$ cat src/rtl/serial_mag_comparator.sv
// ---------------------------------------------------------------------------
// serial_mag_comparator
//
// Bit-serial magnitude comparator. Operands A and B arrive MSB-first, one bit
// pair per bit_valid beat. After WIDTH beats, the block reports exactly one of
// lesser / greater / equal and pulses done for one cycle.
//
// The first differing bit pair decides the result. Any later bits are
// consumed only to keep the frame WIDTH beats long, and do not change it.
//
// Build option:
//   CMP_SIGNED_EN  when defined, operands are two's complement. A difference
//                  on the MSB beat is decided by the sign: B negative means
//                  A is greater. When undefined, the comparison is unsigned.
//
// Parameters:
//   WIDTH      operand width in bits (>=1); also the beat count per compare
//   CNT_W      beat counter width, derived from WIDTH
//
// Ports:
//   clk        rising-edge clock
//   rst_n      synchronous reset, active low
//   start      begin (or restart) a comparison, one-cycle pulse
//   bit_valid  a_bit/b_bit carry a valid bit pair this cycle
//   a_bit      operand A bit, MSB first
//   b_bit      operand B bit, MSB first
//   busy       high while collecting bits
//   done       one-cycle pulse when the result becomes valid
//   lesser     A < B   (held from done until the next start)
//   greater    A > B
//   equal      A == B
//   bits_left  beats remaining in the current comparison
// ---------------------------------------------------------------------------
module serial_mag_comparator #(
  parameter  int WIDTH = 3,
  localparam int CNT_W = $clog2(WIDTH + 1)
) (
  input  logic             clk,
  input  logic             rst_n,
  input  logic             start,
  input  logic             bit_valid,
  input  logic             a_bit,
  input  logic             b_bit,
  output logic             busy,
  output logic             done,
  output logic             lesser,
  output logic             greater,
  output logic             equal,
  output logic [CNT_W-1:0] bits_left
);

  typedef enum logic [1:0] {
    IDLE  = 2'd0,
    SHIFT = 2'd1,
    DONE  = 2'd2
  } state_t;

  state_t           state;
  state_t           state_next;
  logic [CNT_W-1:0] bits_left_next;
  logic             decided;
  logic             decided_next;
  logic             gt_flag;
  logic             gt_flag_next;
  logic             lesser_next;
  logic             greater_next;
  logic             equal_next;

`ifdef CMP_SIGNED_EN
  // The MSB beat is the one taken while the counter is still full.
  logic first_beat;
  assign first_beat = (bits_left == CNT_W'(WIDTH));
`endif

  // State and result registers
  always_ff @(posedge clk) begin
    if (!rst_n) begin
      state     <= IDLE;
      bits_left <= '0;
      decided   <= 1'b0;
      gt_flag   <= 1'b0;
      lesser    <= 1'b0;
      greater   <= 1'b0;
      equal     <= 1'b0;
    end else begin
      state     <= state_next;
      bits_left <= bits_left_next;
      decided   <= decided_next;
      gt_flag   <= gt_flag_next;
      lesser    <= lesser_next;
      greater   <= greater_next;
      equal     <= equal_next;
    end
  end

  // Next-state and datapath update
  always_comb begin
    state_next     = state;
    bits_left_next = bits_left;
    decided_next   = decided;
    gt_flag_next   = gt_flag;
    lesser_next    = lesser;
    greater_next   = greater;
    equal_next     = equal;

    if (start) begin
      // Start from any state restarts the frame. The bit pair presented on
      // this same cycle is deliberately not consumed.
      state_next     = SHIFT;
      bits_left_next = CNT_W'(WIDTH);
      decided_next   = 1'b0;
      gt_flag_next   = 1'b0;
      lesser_next    = 1'b0;
      greater_next   = 1'b0;
      equal_next     = 1'b0;
    end else begin
      case (state)
        IDLE: begin
          state_next = IDLE;
        end

        SHIFT: begin
          if (bit_valid) begin
            bits_left_next = bits_left - 1'b1;

            if (!decided && (a_bit != b_bit)) begin
              decided_next = 1'b1;
`ifdef CMP_SIGNED_EN
              gt_flag_next = first_beat ? b_bit : a_bit;
`else
              gt_flag_next = a_bit;
`endif
            end

            // The last beat registers the result on the same edge. It uses
            // the *_next view so that a decision on this beat still counts.
            if (bits_left == CNT_W'(1)) begin
              state_next   = DONE;
              greater_next = decided_next & gt_flag_next;
              lesser_next  = decided_next & ~gt_flag_next;
              equal_next   = ~decided_next;
            end
          end
        end

        DONE: begin
          state_next = IDLE;
        end

        default: begin
          state_next = IDLE;
        end
      endcase
    end
  end

  assign busy = (state == SHIFT);
  assign done = (state == DONE);

endmodule

$ cat config.mk
export PLATFORM = sky130hd
export DESIGN_NAME = serial_mag_comparator
export DESIGN_NICKNAME = d
export VERILOG_FILES = /design/src/rtl/serial_mag_comparator.sv
export SDC_FILE = /design/constraint.sdc
export NUM_CORES = 1
export LEC_CHECK = 0
export ABC_AREA = 1
export BUFFER_PORTS_ARGS = -buffer_cell sky130_fd_sc_hd__buf_2
export CAP_MARGIN = 5
export CELL_PAD_IN_SITES_DETAIL_PLACEMENT = 1
export CELL_PAD_IN_SITES_GLOBAL_PLACEMENT = 1
export CORE_AREA = 2 2 39 41
export DETAILED_ROUTE_END_ITERATION = 16
export DIE_AREA = 0 0 41 43
export PLACE_DENSITY = 0.79
export SLEW_MARGIN = 20
export SYNTH_ARGS = -nofsm -noshare
export SYNTH_HDL_FRONTEND = slang
export SYNTH_SLANG_ARGS = --single-unit
$ cat constraint.sdc
create_clock -name clk -period 2.75 [get_ports clk]
set_input_delay 0.825 -clock clk [delete_from_list [all_inputs] [get_ports clk]]
set_output_delay 0.825 -clock clk [all_outputs]
set_load 0.05 [all_outputs]
==> metrics.sh <==
WORST_SETUP_PATH_STARTPOINT='state[1]'
CORE_REGION_AREA_UM2=1380
START_UTIL=0.312
TIMING.SETUP.TNS_PS=0
SYN_AREA_PER_CELL_UM2=6.96
ROW_COUNT=14
VIAS_PER_CELL=4.48
POST_LAYOUT_NONFILLER_INSTANCES=94
DESIGN.PORTCOUNT=13
DETAILEDROUTE.FIRSTITERATIONVIOLATIONS=3
SYNTH_AREA_UM2=432
SYN_NETS=69
SYNTH-WARNING-COUNT=0
GRT_START_MAX_NET_PINS=8
HOLD_VIOLATIONS_FINAL=0
PORT_BUFFERS=12
DIEHEIGHT_UM=43
WORST_SLEW_PIN_SLEW_PS=251
FIRST_GLOBAL_VIAS=409
FINAL_STANDARD_CELL_AREA_WITHOUT_FILLERS_UM2=538
AREA_GROWTH_SYN_TO_LAYOUT_PCT=24.6
HPWL_UM=750
CP-START-KIND='flip-flop'
GRTUSAGETOTAL=0.137
MAXCAPVIOLCOUNT=0
DRT-TOTAL-WL_UM=903
POSTSYNTHCELLCOUNT=62
HOLD_BUFFERS=0
WORSTREG2REGEND='lesser'
YOSYS_REGISTER_BITS=9
WORST_CLOCK_SKEW_PS=6.51
CTS_ROOT_BUF='sky130_fd_sc_hd__clkbuf_4'
MAXSLEWHEADROOM=0.834
RSZ_0062_RAISED_AFTER_GLOBAL_ROUTING='no'
CTS.PATH.MAX_BUFFERS=2
FIN_TOTAL_PWR_mW=0.291
HORIZONTAL_EXTENT_OF_THE_DIE_UM=41
STATUS='complete, no violations'
WORSTREG2REGSTART='bits_left[0]'
FINAL.PERIOD_UTILIZATION=0.697
DRT_PASS1_ITERATIONS=2
ANTENNA-DIODE-COUNT=0
SYNTH_SEQ_AREA_SHARE=0.417
REMAINING_DRC_ERRORS=0
DETAIL_ROUTE.WL_PER_CELL_UM=9.61
CLOCK.FMAX_MHz=522
ANTENNA_FOUND_INITIAL=0
FINAL_ANTENNA_NET_COUNT=0
IR_WORST_VDD_uV=160
FINAL-SETUP-VIOL-COUNT=0
POWER_DENSITY_nW_PER_UM2=540
TYPE_OF_ELEMENT_CAPTURING_THE_CRITICAL_PATH='primary output'
GPL.FINAL_WEIGHTED_CONGESTION=0.718
RR_WORST_DEPTH=7
POST_CTS.REPAIR.SETUP_BUFFERS=0
POST_CTS.RESIZED_INSTANCES=0
CELLLEAKAGEPOWER_nW=0.272
LAYOUT_MIN_CYCLE_TIME_PS=1920
HTREE_NUM_LEVELS=1
NUMPLACEDINSTANCES=90
CTS_SINK_COUNT=9
PATH_CLK_SLEW_PS=60
WORSTPATHMAXFANOUT=3
WORST_SETUP_PATH_ENDPOINT='done'
CP.REQUIRED_PS=1930
SYNTH.LIB_CELLS_USED.DISTINCT=13
FINAL_LAYOUT_SIZE_SUFFIX_GT1_FRAC=0.218
GLOBALROUTEOVERFLOWTOTAL=0
DETAILROUTE.VIA_COUNT=421
REPORT.FINAL.SLEW_VIOL_COUNT=0
CTS_BUFFERS=3
WORSTHOLDSTART='greater'
DIE_AREA_UM2=1760
CLOCK_LATENCY_AT_THE_LATER_PIN_OF_THE_WORST_SKEW_PAIR_PS=260
FINISH.NET_COUNT=86
TRITONCTS='yes'
R2R_SLACK_PS=1500
TOTAL_CELL_AREA_AT_THE_PLACEMENT_STAGE_UM2=512
TIMING.HOLD.WORST.CLASS='reg2reg'
WORST-SETUP-PATH-TYPE='reg2out'
GRT_PASS1_WL_MM=1.59
CRIT_ARRIVAL_PS=1090
## metrics by stage
stage / util / setup slack (ps) / hold WS, ps
5_1_grt: 0.389 / 773 / 497
3_3_place_gp: 0.370 / 1130 / 452
3_5_place_dp: 0.370 / 1090 / 456
6_report: 0.389 / 834 / 461
4_1_cts: 0.389 / 812 / 466
2_1_floorplan: - / 811 / 493
## cell families (layout without fill, tap and decap cells)
family,after synthesis,in the layout,synth area share
adders and majority gates,1,1,0.0290
DFF,9,9,0.417
muxes,1,1,0.0232
AOI/OAI and AO/OA,7,7,0.0811
buffers and inverters,13,29,0.113
and+or+nand+nor,31,31,0.336
## state kept, by name (all words and copies together) (netlist names)
name and flops:
greater 1, lesser 1, bits_left 2, decided 1
state 2, gt_flag 1, equal 1
## cells in the final DEF, fill, tap and decap left out, types with 3 or more instances in the layout
cell	instances
sky130_fd_sc_hd__nand2_1	15
sky130_fd_sc_hd__nor2_1	9
sky130_fd_sc_hd__nand3_1	4
sky130_fd_sc_hd__clkbuf_4	3
sky130_fd_sc_hd__dfxtp_1	9
sky130_fd_sc_hd__buf_2	12
sky130_fd_sc_hd__inv_1	13
sky130_fd_sc_hd__a21oi_1	5
## routing by layer
metal  vias to the layer above  track usage  part of all wire
li1                        219            -                 -
met1                       191        0.153              0.45
met2                         9        0.203              0.50
met3                         2       0.0471             0.037
met4                         0        0.100             0.010
met5                         -            0                 0
## worst min-delay path by stage
| stage | endpoint | slack, ps | depth (start not counted) |
|---|---|---|---|
| CTS | greater | 470 | 2 |
| finish | greater | 460 | 2 |
| detailed placement | greater | 460 | 2 |
| floorplan | decided | 490 | 2 |
| global route | greater | 500 | 2 |
| global placement | greater | 450 | 2 |
## area by class of cell
cell class / instances / area, um2
Multi-Input combinational cell: 40 / 203
Fill cell: 189 / 846
Tap cell: 16 / 20.0
Sequential cell: 9 / 180
Clock buffer: 4 / 26.3
Timing Repair Buffer: 12 / 60.1
Inverter: 13 / 48.8
## critical path, stage by stage, from the launching register on
cell and delay, ps:
sky130_fd_sc_hd__dfxtp_1 430, sky130_fd_sc_hd__inv_1 70, sky130_fd_sc_hd__nor2_1 80, sky130_fd_sc_hd__buf_2 260
## where the power goes
group	internal (mW)	switching [mW]
Sequential	0.135	0.00281
Clock	0.0559	0.0483
Combinational	0.0141	0.0346
Total	0.205	0.0857
## cells in the mapped netlist
cell	number	share of area
sky130_fd_sc_hd__nor3_4	1	0.038
sky130_fd_sc_hd__nand2_1	15	0.13
sky130_fd_sc_hd__nor2_4	1	0.026
sky130_fd_sc_hd__ha_1	1	0.029
sky130_fd_sc_hd__mux2i_1	1	0.023
sky130_fd_sc_hd__nor3b_1	1	0.017
sky130_fd_sc_hd__a21oi_1	5	0.058
sky130_fd_sc_hd__o21ai_1	1	0.012
sky130_fd_sc_hd__nor2_1	9	0.078
sky130_fd_sc_hd__dfxtp_1	9	0.42
sky130_fd_sc_hd__nand3_1	4	0.046
sky130_fd_sc_hd__inv_1	13	0.11
sky130_fd_sc_hd__o21ai_0	1	0.012
Power figures use the tool's default switching activity.
